`src/rtl/multicycle_control_fsm_if.sv`:
```
// Control bundle between the multicycle RV32I controller (master) and its datapath (slave).
// Carries instruction fields and the zero flag in, and per-state datapath controls out; no flow control.
interface multicycle_control_fsm_if #(
    parameter int STATE_WIDTH   = 4,
    parameter int ALUCTRL_WIDTH = 3
);
    logic [6:0]               opcode;
    logic [2:0]               funct3;
    logic                     funct7;
    logic                     zero;
    logic                     PCWrite;
    logic                     AdrSrc;
    logic                     Memwrite;
    logic                     IRWrite;
    logic                     RegWrite;
    logic [1:0]               ResultSrc;
    logic [1:0]               ALUSrcA;
    logic [1:0]               ALUSrcB;
    logic [1:0]               ImmSrc;
    logic [ALUCTRL_WIDTH-1:0] ALUControl;
    logic [STATE_WIDTH-1:0]   state;
    logic                     illegal_instr;

    modport master (
        input  opcode, funct3, funct7, zero,
        output PCWrite, AdrSrc, Memwrite, IRWrite, RegWrite, ResultSrc,
               ALUSrcA, ALUSrcB, ImmSrc, ALUControl, state, illegal_instr
    );

    modport slave (
        output opcode, funct3, funct7, zero,
        input  PCWrite, AdrSrc, Memwrite, IRWrite, RegWrite, ResultSrc,
               ALUSrcA, ALUSrcB, ImmSrc, ALUControl, state, illegal_instr
    );
endinterface

```
`src/rtl/multicycle_control_fsm.sv`:
```
// Multicycle RV32I main controller: Moore decode of the state register, zero-latency outputs, no backpressure.
// Define CTRL_ILLEGAL_TRAP_EN to trap unknown opcodes / unsupported branch funct3 in a sticky TRAP state.
module multicycle_control_fsm #(
    parameter int STATE_WIDTH   = 4,
    parameter int ALUCTRL_WIDTH = 3
) (
    input  logic                        clk,
    input  logic                        reset,
    multicycle_control_fsm_if.master    bus
);
    typedef enum logic [STATE_WIDTH-1:0] {
        S_FETCH    = STATE_WIDTH'(0),
        S_DECODE   = STATE_WIDTH'(1),
        S_MEMADR   = STATE_WIDTH'(2),
        S_MEMREAD  = STATE_WIDTH'(3),
        S_MEMWB    = STATE_WIDTH'(4),
        S_MEMWRITE = STATE_WIDTH'(5),
        S_EXECR    = STATE_WIDTH'(6),
        S_ALUWB    = STATE_WIDTH'(7),
        S_EXECI    = STATE_WIDTH'(8),
        S_JAL      = STATE_WIDTH'(9),
`ifdef CTRL_ILLEGAL_TRAP_EN
        S_BRANCH   = STATE_WIDTH'(10),
        S_TRAP     = STATE_WIDTH'(11)
`else
        S_BRANCH   = STATE_WIDTH'(10)
`endif
    } state_t;

    localparam logic [6:0] OP_LOAD   = 7'b0000011;
    localparam logic [6:0] OP_STORE  = 7'b0100011;
    localparam logic [6:0] OP_RTYPE  = 7'b0110011;
    localparam logic [6:0] OP_ITYPE  = 7'b0010011;
    localparam logic [6:0] OP_JAL    = 7'b1101111;
    localparam logic [6:0] OP_BRANCH = 7'b1100011;

    localparam logic [ALUCTRL_WIDTH-1:0] ALU_ADD = ALUCTRL_WIDTH'(0);
    localparam logic [ALUCTRL_WIDTH-1:0] ALU_SUB = ALUCTRL_WIDTH'(1);
    localparam logic [ALUCTRL_WIDTH-1:0] ALU_AND = ALUCTRL_WIDTH'(2);
    localparam logic [ALUCTRL_WIDTH-1:0] ALU_OR  = ALUCTRL_WIDTH'(3);
    localparam logic [ALUCTRL_WIDTH-1:0] ALU_SLT = ALUCTRL_WIDTH'(5);

    state_t                   r_state;
    state_t                   w_dec_state;
    logic                     w_pcwrite;
    logic                     w_adrsrc;
    logic                     w_memwrite;
    logic                     w_irwrite;
    logic                     w_regwrite;
    logic [1:0]               w_resultsrc;
    logic [1:0]               w_alusrca;
    logic [1:0]               w_alusrcb;
    logic [1:0]               w_immsrc;
    logic [ALUCTRL_WIDTH-1:0] w_aluctrl;
    logic [ALUCTRL_WIDTH-1:0] w_funct_alu;
    logic                     w_branch_taken;
`ifdef CTRL_ILLEGAL_TRAP_EN
    logic                     w_illegal;
`endif

    always_ff @(posedge clk) begin
        if (reset) begin
            r_state <= S_FETCH;
        end else begin
            case (r_state)
                S_FETCH:  r_state <= S_DECODE;
                S_DECODE: begin
                    case (bus.opcode)
                        OP_LOAD, OP_STORE: r_state <= S_MEMADR;
                        OP_RTYPE:          r_state <= S_EXECR;
                        OP_ITYPE:          r_state <= S_EXECI;
                        OP_JAL:            r_state <= S_JAL;
`ifdef CTRL_ILLEGAL_TRAP_EN
                        OP_BRANCH:         r_state <= (bus.funct3[2:1] == 2'b00) ? S_BRANCH : S_TRAP;
                        default:           r_state <= S_TRAP;
`else
                        OP_BRANCH:         r_state <= S_BRANCH;
                        default:           r_state <= S_FETCH;
`endif
                    endcase
                end
                S_MEMADR:   r_state <= (bus.opcode == OP_LOAD) ? S_MEMREAD : S_MEMWRITE;
                S_MEMREAD:  r_state <= S_MEMWB;
                S_EXECR:    r_state <= S_ALUWB;
                S_EXECI:    r_state <= S_ALUWB;
                S_JAL:      r_state <= S_ALUWB;
`ifdef CTRL_ILLEGAL_TRAP_EN
                S_TRAP:     r_state <= S_TRAP;
`endif
                default:    r_state <= S_FETCH;
            endcase
        end
    end

    // funct7 only distinguishes sub from add on register-register ops
    always_comb begin
        w_funct_alu = ALU_ADD;
        case (bus.funct3)
            3'b000:  w_funct_alu = (bus.opcode == OP_RTYPE && bus.funct7) ? ALU_SUB : ALU_ADD;
            3'b010:  w_funct_alu = ALU_SLT;
            3'b110:  w_funct_alu = ALU_OR;
            3'b111:  w_funct_alu = ALU_AND;
            default: w_funct_alu = ALU_ADD;
        endcase
    end

    always_comb begin
        w_immsrc = 2'b00;
        case (bus.opcode)
            OP_STORE:  w_immsrc = 2'b01;
            OP_BRANCH: w_immsrc = 2'b10;
            OP_JAL:    w_immsrc = 2'b11;
            default:   w_immsrc = 2'b00;
        endcase
    end

    assign w_branch_taken = (bus.funct3 == 3'b000 &&  bus.zero) ||
                            (bus.funct3 == 3'b001 && !bus.zero);
    // Under reset the datapath sees the FETCH decode; enables are masked below
    assign w_dec_state = reset ? S_FETCH : r_state;

    always_comb begin
        w_pcwrite   = 1'b0;
        w_adrsrc    = 1'b0;
        w_memwrite  = 1'b0;
        w_irwrite   = 1'b0;
        w_regwrite  = 1'b0;
        w_resultsrc = 2'b00;
        w_alusrca   = 2'b00;
        w_alusrcb   = 2'b00;
        w_aluctrl   = ALU_ADD;
`ifdef CTRL_ILLEGAL_TRAP_EN
        w_illegal   = 1'b0;
`endif
        case (w_dec_state)
            S_FETCH: begin
                w_irwrite   = 1'b1;
                w_pcwrite   = 1'b1;
                w_alusrcb   = 2'b10;
                w_resultsrc = 2'b10;
            end
            S_DECODE: begin
                w_alusrca = 2'b01;
                w_alusrcb = 2'b01;
            end
            S_MEMADR: begin
                w_alusrca = 2'b10;
                w_alusrcb = 2'b01;
            end
            S_MEMREAD:  w_adrsrc = 1'b1;
            S_MEMWB: begin
                w_resultsrc = 2'b01;
                w_regwrite  = 1'b1;
            end
            S_MEMWRITE: begin
                w_adrsrc   = 1'b1;
                w_memwrite = 1'b1;
            end
            S_EXECR: begin
                w_alusrca = 2'b10;
                w_aluctrl = w_funct_alu;
            end
            S_ALUWB:    w_regwrite = 1'b1;
            S_EXECI: begin
                w_alusrca = 2'b10;
                w_alusrcb = 2'b01;
                w_aluctrl = w_funct_alu;
            end
            S_JAL: begin
                w_alusrca = 2'b01;
                w_alusrcb = 2'b10;
                w_pcwrite = 1'b1;
            end
            S_BRANCH: begin
                w_alusrca = 2'b10;
                w_aluctrl = ALU_SUB;
                w_pcwrite = w_branch_taken;
            end
`ifdef CTRL_ILLEGAL_TRAP_EN
            S_TRAP:     w_illegal = 1'b1;
`endif
            default: ;
        endcase
    end

    assign bus.PCWrite    = w_pcwrite  & ~reset;
    assign bus.IRWrite    = w_irwrite  & ~reset;
    assign bus.RegWrite   = w_regwrite & ~reset;
    assign bus.Memwrite   = w_memwrite & ~reset;
    assign bus.AdrSrc     = w_adrsrc;
    assign bus.ResultSrc  = w_resultsrc;
    assign bus.ALUSrcA    = w_alusrca;
    assign bus.ALUSrcB    = w_alusrcb;
    assign bus.ImmSrc     = w_immsrc;
    assign bus.ALUControl = w_aluctrl;
    assign bus.state      = r_state;
`ifdef CTRL_ILLEGAL_TRAP_EN
    assign bus.illegal_instr = w_illegal;
`else
    assign bus.illegal_instr = 1'b0;
`endif
endmodule

```
`src/flat_wrapper.sv`:
```
// flat-port wrapper written by rule: the top's interface ports become plain ports
module multicycle_control_fsm_flat 
#(
    parameter int STATE_WIDTH   = 4,
    parameter int ALUCTRL_WIDTH = 3
)
  (clk, reset, bus_opcode, bus_funct3, bus_funct7, bus_zero, bus_PCWrite, bus_AdrSrc, bus_Memwrite, bus_IRWrite, bus_RegWrite, bus_ResultSrc, bus_ALUSrcA, bus_ALUSrcB, bus_ImmSrc, bus_ALUControl, bus_state, bus_illegal_instr);
  multicycle_control_fsm_if #(.STATE_WIDTH(STATE_WIDTH), .ALUCTRL_WIDTH(ALUCTRL_WIDTH)) bus_i ();
  input  logic clk;
  input  logic reset;
  input wire logic [$bits(bus_i.opcode)-1:0] bus_opcode;
  input wire logic [$bits(bus_i.funct3)-1:0] bus_funct3;
  input wire logic [$bits(bus_i.funct7)-1:0] bus_funct7;
  input wire logic [$bits(bus_i.zero)-1:0] bus_zero;
  output wire logic [$bits(bus_i.PCWrite)-1:0] bus_PCWrite;
  output wire logic [$bits(bus_i.AdrSrc)-1:0] bus_AdrSrc;
  output wire logic [$bits(bus_i.Memwrite)-1:0] bus_Memwrite;
  output wire logic [$bits(bus_i.IRWrite)-1:0] bus_IRWrite;
  output wire logic [$bits(bus_i.RegWrite)-1:0] bus_RegWrite;
  output wire logic [$bits(bus_i.ResultSrc)-1:0] bus_ResultSrc;
  output wire logic [$bits(bus_i.ALUSrcA)-1:0] bus_ALUSrcA;
  output wire logic [$bits(bus_i.ALUSrcB)-1:0] bus_ALUSrcB;
  output wire logic [$bits(bus_i.ImmSrc)-1:0] bus_ImmSrc;
  output wire logic [$bits(bus_i.ALUControl)-1:0] bus_ALUControl;
  output wire logic [$bits(bus_i.state)-1:0] bus_state;
  output wire logic [$bits(bus_i.illegal_instr)-1:0] bus_illegal_instr;
  assign bus_i.opcode = bus_opcode;
  assign bus_i.funct3 = bus_funct3;
  assign bus_i.funct7 = bus_funct7;
  assign bus_i.zero = bus_zero;
  assign bus_PCWrite = bus_i.PCWrite;
  assign bus_AdrSrc = bus_i.AdrSrc;
  assign bus_Memwrite = bus_i.Memwrite;
  assign bus_IRWrite = bus_i.IRWrite;
  assign bus_RegWrite = bus_i.RegWrite;
  assign bus_ResultSrc = bus_i.ResultSrc;
  assign bus_ALUSrcA = bus_i.ALUSrcA;
  assign bus_ALUSrcB = bus_i.ALUSrcB;
  assign bus_ImmSrc = bus_i.ImmSrc;
  assign bus_ALUControl = bus_i.ALUControl;
  assign bus_state = bus_i.state;
  assign bus_illegal_instr = bus_i.illegal_instr;
  multicycle_control_fsm #(.STATE_WIDTH(STATE_WIDTH), .ALUCTRL_WIDTH(ALUCTRL_WIDTH)) u_core (.clk(clk), .reset(reset), .bus(bus_i));
endmodule
```
`config.mk`:
```
export PLATFORM = sky130hd
export DESIGN_NAME = multicycle_control_fsm_flat
export DESIGN_NICKNAME = d
export VERILOG_FILES = /design/src/rtl/multicycle_control_fsm_if.sv /design/src/rtl/multicycle_control_fsm.sv /design/src/flat_wrapper.sv
export SDC_FILE = /design/constraint.sdc
export NUM_CORES = 1
export LEC_CHECK = 0
export BUFFER_PORTS_ARGS = -buffer_cell sky130_fd_sc_hd__buf_2
export CORE_AREA = 3 3 40 42
export CTS_BUF_LIST = sky130_fd_sc_hd__clkbuf_2 sky130_fd_sc_hd__clkbuf_4 sky130_fd_sc_hd__clkbuf_8
export CTS_CLUSTER_DIAMETER = 60
export DETAILED_ROUTE_END_ITERATION = 7
export DIE_AREA = 0 0 43 45
export HOLD_SLACK_MARGIN = 0.1
export PLACE_DENSITY_LB_ADDON = 0.1
export SYNTH_ARGS = -nofsm -noshare
export SYNTH_HDL_FRONTEND = slang
export SYNTH_SLANG_ARGS = --single-unit
```
`constraint.sdc`:
```
create_clock -name clk -period 3 [get_ports clk]
set_input_delay 0.15 -clock clk [delete_from_list [all_inputs] [get_ports clk]]
set_output_delay 0.15 -clock clk [all_outputs]
set_load 0.01 [all_outputs]
```
# After elaboration in Yosys (flattened, before gate mapping)

Cells that the tools add are included.

Eq/ne operators: 26
Multiplexer cells: 16
Reductions and logical operators: 17
Bitwise gates (word level): 5

Operator list:

| operator           | number |
|---|---|
| $pmux 4 s5         | 2 |
| $eq 4x3->1 const B | 5 |
| $eq 4x4->1 const B | 5 |
| $eq 4x2->1 const B | 4 |
| $eq 7x6->1 const B | 2 |
| $eq 7x7->1 const B | 2 |
| $pmux 2 s2         | 3 |
| $pmux 3 s4         | 1 |
| $reduce_or 2->1    | 6 |
| $eq 4x1->1 const B | 2 |
| $logic_not 4->1    | 2 |
| $eq 7x2->1 const B | 1 |
| $eq 7x5->1 const B | 1 |
| $eq 3x3->1 const B | 2 |
| $pmux 2 s3         | 1 |
| $pmux 3 s2         | 1 |
| $reduce_or 3->1    | 2 |
| $mux 1             | 5 |
| $and 1x1->1        | 4 |
| $mux 4             | 1 |
| $reduce_or 4->1    | 1 |
| $eq 3x1->1 const B | 1 |
| $eq 3x2->1 const B | 1 |
| $logic_and 1x1->1  | 3 |
| other kinds (6)    | 6 |

Flip-flop bits (word level): 4
Word-level logic and storage cells: 65
Output and inout bits: 21

# Logic depth before layout (Yosys ltp)

Gate-level depths: netlist (run 1).

Depth in word-level cells: 5
Depth in mapped cells: 5
Mapped depth without buffers: 4

# Worst setup path after synthesis (run 1)

OpenSTA, ideal clock, no wires.

Kind: reg-to-output
From: reg u_core.r_state[1] (netlist: u_core.bus.state[1])
To: out bus_ALUSrcA[1]
Path buffers: 2
Path slack: 1.432 ns
Arrival: 1.418 ns
Data required time: 2.850 ns
Stages on the path, launching flop included: 5
Cell sequence: dfxtp_1 > buf_4 > buf_2 > nor2_1 > a2111oi_0

Cells in the longest elaborated chain, start to end: 4
Elaborated cells on any way between the ends: 10
Those cells by class: eq/ne: 6; mux: 2; reduce/logical: 2

Ends and longest elaborated chain:

| item                                                                | RTL line                      | source |
|---|---|---|
| start: declaration                                                  | multicycle_control_fsm.sv:43  | `state_t r_state;` |
| start signal: assignment                                            | multicycle_control_fsm.sv:82  | `S_MEMADR: r_state <= (bus.opcode == OP_LOAD) ? S_MEMREAD : S_MEMWRITE;` |
| $mux 4 (*)                                                          | multicycle_control_fsm.sv:120 | `assign w_dec_state = reset ? S_FETCH : r_state;` |
| $eq 4x2->1 (tied with other cells)                                  | multicycle_control_fsm.sv:135 | `case (w_dec_state)` |
| $reduce_or 4->1 (no source line) or $reduce_or 2->1 (tied branches) | n/a                           |  |
| $pmux 2 s2 (*)                                                      | multicycle_control_fsm.sv:135 |  |
| end: declaration                                                    | flat_wrapper.sv:21            | `output wire logic [$bits(bus_i.ALUSrcA)-1:0] bus_ALUSrcA;` |

Every way passes the cells marked *; elsewhere a longest branch is shown, timed or not.

# Worst setup path in the final report (run 1)

From: reg u_core.r_state[1] (netlist: u_core.bus.state[1])
To: out bus_PCWrite

Cells in the longest elaborated chain, start to end: 5
Elaborated cells on any way between the ends: 7
Those cells by class: eq/ne: 2; mux: 2; bitwise: 1; reduce/logical: 2

Ends and longest elaborated chain:

| item                                          | RTL line                      | source |
|---|---|---|
| $mux 4 (*)                                    | multicycle_control_fsm.sv:120 |  |
| $eq 4x4->1 or $logic_not 4->1 (tied branches) | multicycle_control_fsm.sv:135 |  |
| $reduce_or 2->1 (no source line)              | n/a                           |  |
| $pmux 1 s2 (*)                                | multicycle_control_fsm.sv:135 |  |
| $and 1x1->1 (*)                               | multicycle_control_fsm.sv:186 | `assign bus.PCWrite = w_pcwrite & ~reset;` |
| end: declaration                              | flat_wrapper.sv:15            | `output wire logic [$bits(bus_i.PCWrite)-1:0] bus_PCWrite;` |

Marked as above.

==> load_flow_metrics.sql, run 1 <==
INSERT INTO impl_metrics (metric_group, metric, value, unit) VALUES
('setup_path', 'worstRegToRegCells', '3', ''),
('min_path', 'hold-path-cell-count', '4', ''),
('flow_run', 'drv.max_cap_violation_count', '0', ''),
('min_path', 'hp-class', 'primary input to flop', ''),
('yosys', 'postSynthCellCount', '87', ''),
('layout', 'diodes', '0', ''),
('layout', 'layout.nets', '132', ''),
('yosys', 'post_synth_most_frequent_cells', 'sky130_fd_sc_hd__nor2_1, sky130_fd_sc_hd__nand2_1, sky130_fd_sc_hd__nor3_1', ''),
('placement', 'gp_routability_congestion', '0.7247', ''),
('layout', 'post_layout_nonfiller_instances', '131', ''),
('floorplanning', 'fp.dieH', '45', 'um'),
('global_route', 'vias_in_the_first_global_route', '607', ''),
('timing', 'max_clock_freq', '491.4', 'MHz'),
('floorplanning', 'die_area', '1935', 'sq um'),
('setup_path', 'start_kind', 'flop', ''),
('placement', 'dp_worst_slack', '1199', 'ps'),
('timing', 'timing.slew.headroom', '0.5547', ''),
('detailed_routing', 'route.detailed.wl_per_inst', '11.37', 'um'),
('clocking', 'cts-resized-gates', '0', ''),
('placement', 'portBuffers', '33', ''),
('timing', 'grt_setup_unrepaired', 'no', ''),
('yosys', 'post_synth_main_area_contributors', 'sky130_fd_sc_hd__dfxtp_1, sky130_fd_sc_hd__nor2_1, sky130_fd_sc_hd__nand2_1', ''),
('yosys', 'ys_seq_elements', '4', ''),
('clocking', 'cts_post_setup_buffers_inserted', '0', ''),
('setup_path', 'timing.critical_path.required', '2850', 'ps'),
('status', 'outcome', 'complete, no violations', ''),
('setup_path', 'worstReg2RegEnd', 'u_core.bus.state[3]$_SDFF_PP0_', ''),
('clocking', 'sinks_on_the_clock_net', '4', ''),
('clocking', 'cts_max_path_buffers', '2', ''),
('layout', 'area_delta_synth_final', '28.30', '%'),
('detailed_routing', 'drt_first_iter_violations', '14', ''),
('detailed_routing', 'drt.antenna.violating_nets', '0', ''),
('yosys', 'share_of_flip_flops_with_an_asynchronous_set_or_reset', '0', ''),
('min_path', 'hold_path_startpoint', 'reset', ''),
('clocking', 'hold_buffers', '0', ''),
('setup_path', 'cp_top_family', 'flip-flops', ''),
('layout', 'layout-drive-gt1-share', '0.3448', ''),
('setup_path', 'cp_slowest_cell', 'sky130_fd_sc_hd__dfxtp_1', ''),
('timing', 'clock_skews', '1.783', 'ps'),
('detailed_routing', 'num_vias', '704', ''),
('layout', 'utilization', '0.5871', ''),
('yosys', 'synth-main-ff-cell', 'sky130_fd_sc_hd__dfxtp_1', ''),
('setup_path', 'r2r_setup_slack', '1760', 'ps'),
('yosys', 'synth_largest_type_area_fraction', '0.1362', ''),
('floorplanning', 'initial_core_utilization', '0.4576', ''),
('placement', 'dp_hpwl', '1104', 'um'),
('timing', 'timing_max_transition_violations_final', '0', ''),
('clocking', 'cts-buffers-inserted', '3', ''),
('power_and_ir_drop', 'cellLeakagePower', '0.3630', 'nW'),
('detailed_routing', 'vias_per_cell', '5.374', ''),
('layout', 'largest_register_ffs', '4', ''),
('clocking', 'clkLatencyLatePin', '240', 'ps'),
('yosys', 'ys.warnings.count', '0', ''),
('setup_path', 'critPathMaxFanout', '20', ''),
('yosys', 'yosysUniqueCellTypes', '42', ''),
('clocking', 'clock_tree_from_tritoncts', 'done', ''),
('setup_path', 'crit_path_end_kind', 'primary output', ''),
('floorplanning', 'floorplan.io_pins', '35', ''),
('timing', 'final.setup.tns', '0', 'ps'),
('timing', 'worstMarginPinSlew', '667.0', 'ps'),
('detailed_routing', 'wl', '1489', 'um'),
('global_route', 'grt_overflow', '0', ''),
('timing', 'fin_ws', '965.2', 'ps'),
('yosys', 'synth_seq_area_share', '0.1362', ''),
('setup_path', 'arrival', '1880', 'ps'),
('power_and_ir_drop', 'p_per_cell_area', '240.0', 'nW/um^2'),
('yosys', 'post-synth-top-count-cell', 'sky130_fd_sc_hd__nor2_1', ''),
('setup_path', 'r2r_start', 'u_core.bus.state[1]$_SDFF_PP0_', ''),
('power_and_ir_drop', 'totalPowerFinal', '0.1811', 'mW'),
('floorplanning', 'core', '1285', 'sq um'),
('setup_path', 'cp_num_buf_inv', '1', '');
placed cells by master (no fill, tap or decap), types with 3 or more instances in the layout:
master,count
sky130_fd_sc_hd__a21oi_1,4
sky130_fd_sc_hd__a31oi_1,4
sky130_fd_sc_hd__buf_2,33
sky130_fd_sc_hd__clkbuf_4,3
sky130_fd_sc_hd__dfxtp_1,4
sky130_fd_sc_hd__inv_1,4
sky130_fd_sc_hd__nand2_1,8
sky130_fd_sc_hd__nand2b_1,4
sky130_fd_sc_hd__nor2_1,9
sky130_fd_sc_hd__nor2b_1,4
sky130_fd_sc_hd__nor3_1,5
sky130_fd_sc_hd__o21ai_0,3
kinds of logic after synthesis:
logic type / after synthesis / synth area share
simple gates: 46 / 0.4724
compound gates: 22 / 0.2468
buf+inv: 11 / 0.09360
flops: 4 / 0.1362
xor+xnor: 3 / 0.04469
other cells: 1 / 0.006377
metal layers:
metal | GRT usage | up-vias | wire [um]
met2 | 0.2725 | 23 | 686
met3 | 0.02390 | 2 | 96
met5 | 0 | - | 0
met1 | 0.1971 | 309 | 693
met4 | 0.05422 | 0 | 13
li1 | - | 370 | -
cell type report:
type	count	area, sq um
Fill cell	131	530.5
Timing Repair Buffer	33	165.2
Multi-Input combinational cell	72	452.9
Sequential cell	4	80.08
Tap cell	15	18.77
Clock buffer	3	22.52
Inverter	4	15.01
worst register-to-register path: cells and delay by family, from the launching register on:
| family | cells | cell delay [ps] |
|---|---|---|
| flip-flops | 1 | 670 |
| AND/OR/NAND/NOR | 2 | 350 |
| AO/OA/AOI/OAI | 1 | 100 |
report_power, final:
part | internal (mW) | switching (mW)
Combinational | 0.0251 | 0.0273
Clock | 0.0448 | 0.0224
Sequential | 0.0548 | 0.00682
Total | 0.125 | 0.0564
worst max-delay path by stage:
stage | from | end | slack (ps) | cells past startpoint
floorplan | u_core.bus.state[1]$_SDFF_PP0_ | bus_ALUSrcA[1] | 1430 | 4
global placement | u_core.bus.state[1]$_SDFF_PP0_ | bus_PCWrite | 1260 | 5
detailed placement | u_core.bus.state[1]$_SDFF_PP0_ | bus_PCWrite | 1200 | 5
CTS | u_core.bus.state[1]$_SDFF_PP0_ | bus_PCWrite | 950 | 5
global route | u_core.bus.state[1]$_SDFF_PP0_ | bus_PCWrite | 830 | 5
finish | u_core.bus.state[1]$_SDFF_PP0_ | bus_PCWrite | 970 | 5
Power figures use the tool's default switching activity.
==> run 2, diff against run 1 <==
--- a/config.mk
+++ b/config.mk
@@ -5,12 +5,13 @@
 export SDC_FILE = /design/constraint.sdc
 export NUM_CORES = 1
 export LEC_CHECK = 0
+export ABC_AREA = 1
 export BUFFER_PORTS_ARGS = -buffer_cell sky130_fd_sc_hd__buf_2
-export CORE_AREA = 3 3 40 42
+export CORE_MARGIN = 3
+export CORE_UTILIZATION = 43
 export CTS_BUF_LIST = sky130_fd_sc_hd__clkbuf_2 sky130_fd_sc_hd__clkbuf_4 sky130_fd_sc_hd__clkbuf_8
 export CTS_CLUSTER_DIAMETER = 60
 export DETAILED_ROUTE_END_ITERATION = 7
-export DIE_AREA = 0 0 43 45
 export HOLD_SLACK_MARGIN = 0.1
 export PLACE_DENSITY_LB_ADDON = 0.1
 export SYNTH_ARGS = -nofsm -noshare
==> constraint.sdc (replaced) <==
create_clock -name clk -period 2.1 [get_ports clk]
set_input_delay 0.105 -clock clk [delete_from_list [all_inputs] [get_ports clk]]
set_output_delay 0.105 -clock clk [all_outputs]
set_load 0.01 [all_outputs]
==> run 2 against run 1 <==
Clock skew up 12 ps. Largest cell class unchanged. Critical endpoint is now bus_ALUControl[2]. Sequential power rose by 39%. Total power grew 65%. Cell area increased by 0.50%.
==> load_flow_metrics.sql, run 2 <==
INSERT INTO impl_metrics (metric_group, metric, value, unit) VALUES
('clocking', 'cts_max_path_buffers', '2', ''),
('min_path', 'hold-path-cell-count', '2', ''),
('timing', 'clock_skews', '13.40', 'ps'),
('yosys', 'postSynthCellCount', '112', ''),
('layout', 'layout.nets', '162', ''),
('power_and_ir_drop', 'p_per_cell_area', '395.2', 'nW/um^2'),
('clocking', 'ctsHtreeMaxLevel', '1', ''),
('min_path', 'hp-class', 'primary input to flop', ''),
('placement', 'portBuffers', '33', ''),
('yosys', 'ys.warnings.count', '0', ''),
('power_and_ir_drop', 'cellLeakagePower', '0.4840', 'nW'),
('setup_path', 'cp_top_family', 'simple AND/OR/NAND/NOR gates', ''),
('setup_path', 'start_kind', 'flop', ''),
('floorplanning', 'row_count', '12', ''),
('power_and_ir_drop', 'totalPowerFinal', '0.2996', 'mW'),
('floorplanning', 'die_area', '1803', 'sq um'),
('clocking', 'cts-buffers-inserted', '3', ''),
('timing', 'fin_ws', '644.4', 'ps'),
('placement', 'dp_hpwl', '1248', 'um'),
('yosys', 'synthesized_cell_area', '571.8', 'sq um'),
('yosys', 'syn_area_per_cell', '5.105', 'sq um'),
('global_route', 'grt_overflow', '0', ''),
('setup_path', 'timing.critical_path.required', '2000', 'ps'),
('setup_path', 'criticalPathCategory', 'flop to primary output', ''),
('detailed_routing', 'vias_per_cell', '4.694', ''),
('setup_path', 'r2r_setup_slack', '1010', 'ps'),
('clocking', 'cts-resized-gates', '0', ''),
('global_route', 'grt_pass1_wl', '2532', 'um'),
('power_and_ir_drop', 'ir_worst_vdd', '422.7', 'uV'),
('setup_path', 'cp_num_buf_inv', '3', ''),
('floorplanning', 'die-width', '42.47', 'um'),
('placement', 'dpl.cell_count', '157', ''),
('floorplanning', 'core', '1171', 'sq um'),
('layout', 'mostFrequentLayoutCell', 'sky130_fd_sc_hd__nand2_1', ''),
('yosys', 'yosysUniqueCellTypes', '25', ''),
('min_path', 'holdPathEnd', 'u_core.bus.state[2]$_SDFF_PP0_', ''),
('yosys', 'synth_seq_area_share', '0.1400', ''),
('floorplanning', 'fp.dieH', '42.47', 'um'),
('clocking', 'clock_tree_from_tritoncts', 'done', ''),
('clocking', 'clkTransAtPathRegs', '40', 'ps'),
('clocking', 'clkLatencyLatePin', '250', 'ps'),
('detailed_routing', 'route.detailed.wl_per_inst', '9.069', 'um'),
('timing', 'timing_max_transition_violations_final', '0', ''),
('layout', 'largest_register_ffs', '4', ''),
('setup_path', 'critical_path.cell_chain', 'inv_1, nand2_1, inv_1, nand3_1, nand2_1, nand2_1, nor3_2, buf_2', ''),
('setup_path', 'worstRegToRegCells', '7', ''),
('detailed_routing', 'num_vias', '751', ''),
('global_route', 'maximum_number_of_pins_on_one_net_before_global_route_repair', '10', ''),
('detailed_routing', 'drt_first_iter_violations', '8', ''),
('yosys', 'share_of_flip_flops_with_an_asynchronous_set_or_reset', '0', ''),
('layout', 'utilization', '0.6474', ''),
('flow_run', 'drv.max_cap_violation_count', '0', ''),
('yosys', 'post-synth-top-count-cell', 'sky130_fd_sc_hd__nand2_1', ''),
('layout', 'layout.area.seq', '80.08', 'sq um'),
('setup_path', 'critPathMaxFanout', '4', ''),
('yosys', 'synth_top_cell_by_area', 'sky130_fd_sc_hd__nand2_1', ''),
('floorplanning', 'initial_core_utilization', '0.4882', ''),
('placement', 'gp_routability_congestion', '0.7669', ''),
('setup_path', 'critPathMostFrequentCell', 'sky130_fd_sc_hd__nand2_1', ''),
('detailed_routing', 'wl', '1451', 'um'),
('layout', 'mostFrequentLayoutCells', 'sky130_fd_sc_hd__nand2_1, sky130_fd_sc_hd__buf_2, sky130_fd_sc_hd__nor2_1', ''),
('layout', 'diodes', '0', ''),
('yosys', 'synth_edf_count', '0', ''),
('setup_path', 'cpPeakStageDelay', '320', 'ps'),
('yosys', 'synth_largest_type_area_fraction', '0.2298', ''),
('yosys', 'synth-main-ff-cell', 'sky130_fd_sc_hd__dfxtp_1', ''),
('timing', 'max_clock_freq', '687.0', 'MHz'),
('setup_path', 'r2r_start', 'u_core.bus.state[3]$_SDFF_PP0_', ''),
('floorplanning', 'floorplan.io_pins', '35', ''),
('clocking', 'hold_buffers', '0', ''),
('timing', 'timing.final.crit_share', '0.6932', ''),
('yosys', 'post_synth_main_area_contributors', 'sky130_fd_sc_hd__nand2_1, sky130_fd_sc_hd__nor2_1, sky130_fd_sc_hd__dfxtp_1', ''),
('yosys', 'ys_seq_elements', '4', ''),
('global_route', 'vias_in_the_first_global_route', '646', ''),
('timing', 'layout_min_cycle_time', '1456', 'ps'),
('placement', 'dp_worst_slack', '888.4', 'ps'),
('global_route', 'track_usage', '0.1791', ''),
('timing', 'finalSetupViolCount', '0', ''),
('layout', 'layout-drive-gt1-share', '0.3219', ''),
('detailed_routing', 'drtPass1Iterations', '4', ''),
('status', 'outcome', 'complete, no violations', ''),
('timing', 'grt_setup_unrepaired', 'no', ''),
('clocking', 'cts_post_setup_buffers_inserted', '0', ''),
('setup_path', 'crit_path_end_kind', 'primary output', ''),
('setup_path', 'worstReg2RegEnd', 'u_core.bus.state[1]$_SDFF_PP0_', ''),
('layout', 'post_layout_nonfiller_instances', '160', ''),
('global_route', 'grt_antenna_before_repair', '0', ''),
('layout', 'fillerInstances', '137', ''),
('timing', 'hold_viol', '0', ''),
('layout', 'area_delta_synth_final', '32.60', '%'),
('detailed_routing', 'detail_route.drc_violations', '0', ''),
('yosys', 'net_count_after_synthesis', '126', ''),
('clocking', 'ctsRootBufferMaster', 'sky130_fd_sc_hd__clkbuf_4', ''),
('setup_path', 'arrival', '1350', 'ps'),
('setup_path', 'cp_slowest_cell', 'sky130_fd_sc_hd__dfxtp_1', ''),
('clocking', 'sinks_on_the_clock_net', '4', ''),
('layout', 'multiInputGateArea', '389.1', 'sq um'),
('min_path', 'hold_path_startpoint', 'reset', ''),
('yosys', 'post_synth_most_frequent_cells', 'sky130_fd_sc_hd__nand2_1, sky130_fd_sc_hd__nor2_1, sky130_fd_sc_hd__inv_1, sky130_fd_sc_hd__nand3_1, sky130_fd_sc_hd__dfxtp_1', ''),
('timing', 'final.setup.tns', '0', 'ps'),
('detailed_routing', 'drt.antenna.violating_nets', '0', '');
[run 2: cell count changes after synthesis, sizes merged, moves of 3 or more]
cell and change:
nand3 +7, nor2 +19, nor2b -4, inv +16, nand2 +29, a31oi -3, nand2b -4, buf -4
nor3 -4, a21oi -3
[run 2: final cells by class]
cell class / instances / share of cell area
multi-input combinational: 85 / 0.5132
timing repair buffer: 33 / 0.2178
inverter: 21 / 0.1106
tap: 14 / 0.02310
sequential: 4 / 0.1056
clock buffer: 3 / 0.02970
[run 2: worst max path at each step]
stage                     slack (ps)  cells past startpoint                      startpoint           endpoint
after floorplan                  930                      7  u_core.bus.state[1]$_SDFF_PP0_        bus_PCWrite
after global placement           890                      8  u_core.bus.state[0]$_SDFF_PP0_  bus_ALUControl[2]
after detailed placement         890                      8  u_core.bus.state[0]$_SDFF_PP0_  bus_ALUControl[2]
after CTS                        630                      8  u_core.bus.state[0]$_SDFF_PP0_  bus_ALUControl[2]
after global routing             450                      8  u_core.bus.state[0]$_SDFF_PP0_  bus_ALUControl[2]
final                            640                      8  u_core.bus.state[0]$_SDFF_PP0_  bus_ALUControl[2]
[run 2: cell families (layout without fill, tap and decap cells)]
kind of cell           Yosys count  count (layout)  share of synthesized area
AND/OR/NAND/NOR                 76              76                     0.5821
other                            1               1                   0.006558
AO/OA/AOI/OAI                    7               7                    0.07660
buffers and inverters           23              57                     0.1794
XOR/XNOR                         1               1                    0.01532
flip-flops                       4               4                     0.1400
[run 2: layer usage]
metal,global-route usage,part of all wire,vias up
met4,0.09317,0.019,0
met1,0.2065,0.44,317
li1,-,-,409
met3,0.03004,0.059,3
met5,0,0,-
met2,0.3100,0.48,22
[run 2: report_power, final]
part | internal (mW) | switching, mW | leakage, nW
logic | 0.0427 | 0.0705 | 0.438
clock network | 0.0642 | 0.0367 | 0.0138
registers | 0.0806 | 0.00486 | 0.0326
[run 2: worst register-to-register path, delay by kind of cell, from the launching register on]
family | cells | cell delay (ps)
flip-flops | 1 | 350
buffers and inverters | 1 | 110
AND/OR/NAND/NOR | 6 | 560
[run 2: metrics by stage]
stage | hold slack, ps | area [sq um]
finish | 176.7 | 758.2
global route | 188.4 | 758.2
CTS | 170.6 | 758.2
detailed placement | 435.1 | 735.7
global placement | 425.3 | 735.7
floorplan | 243.2 | 571.8
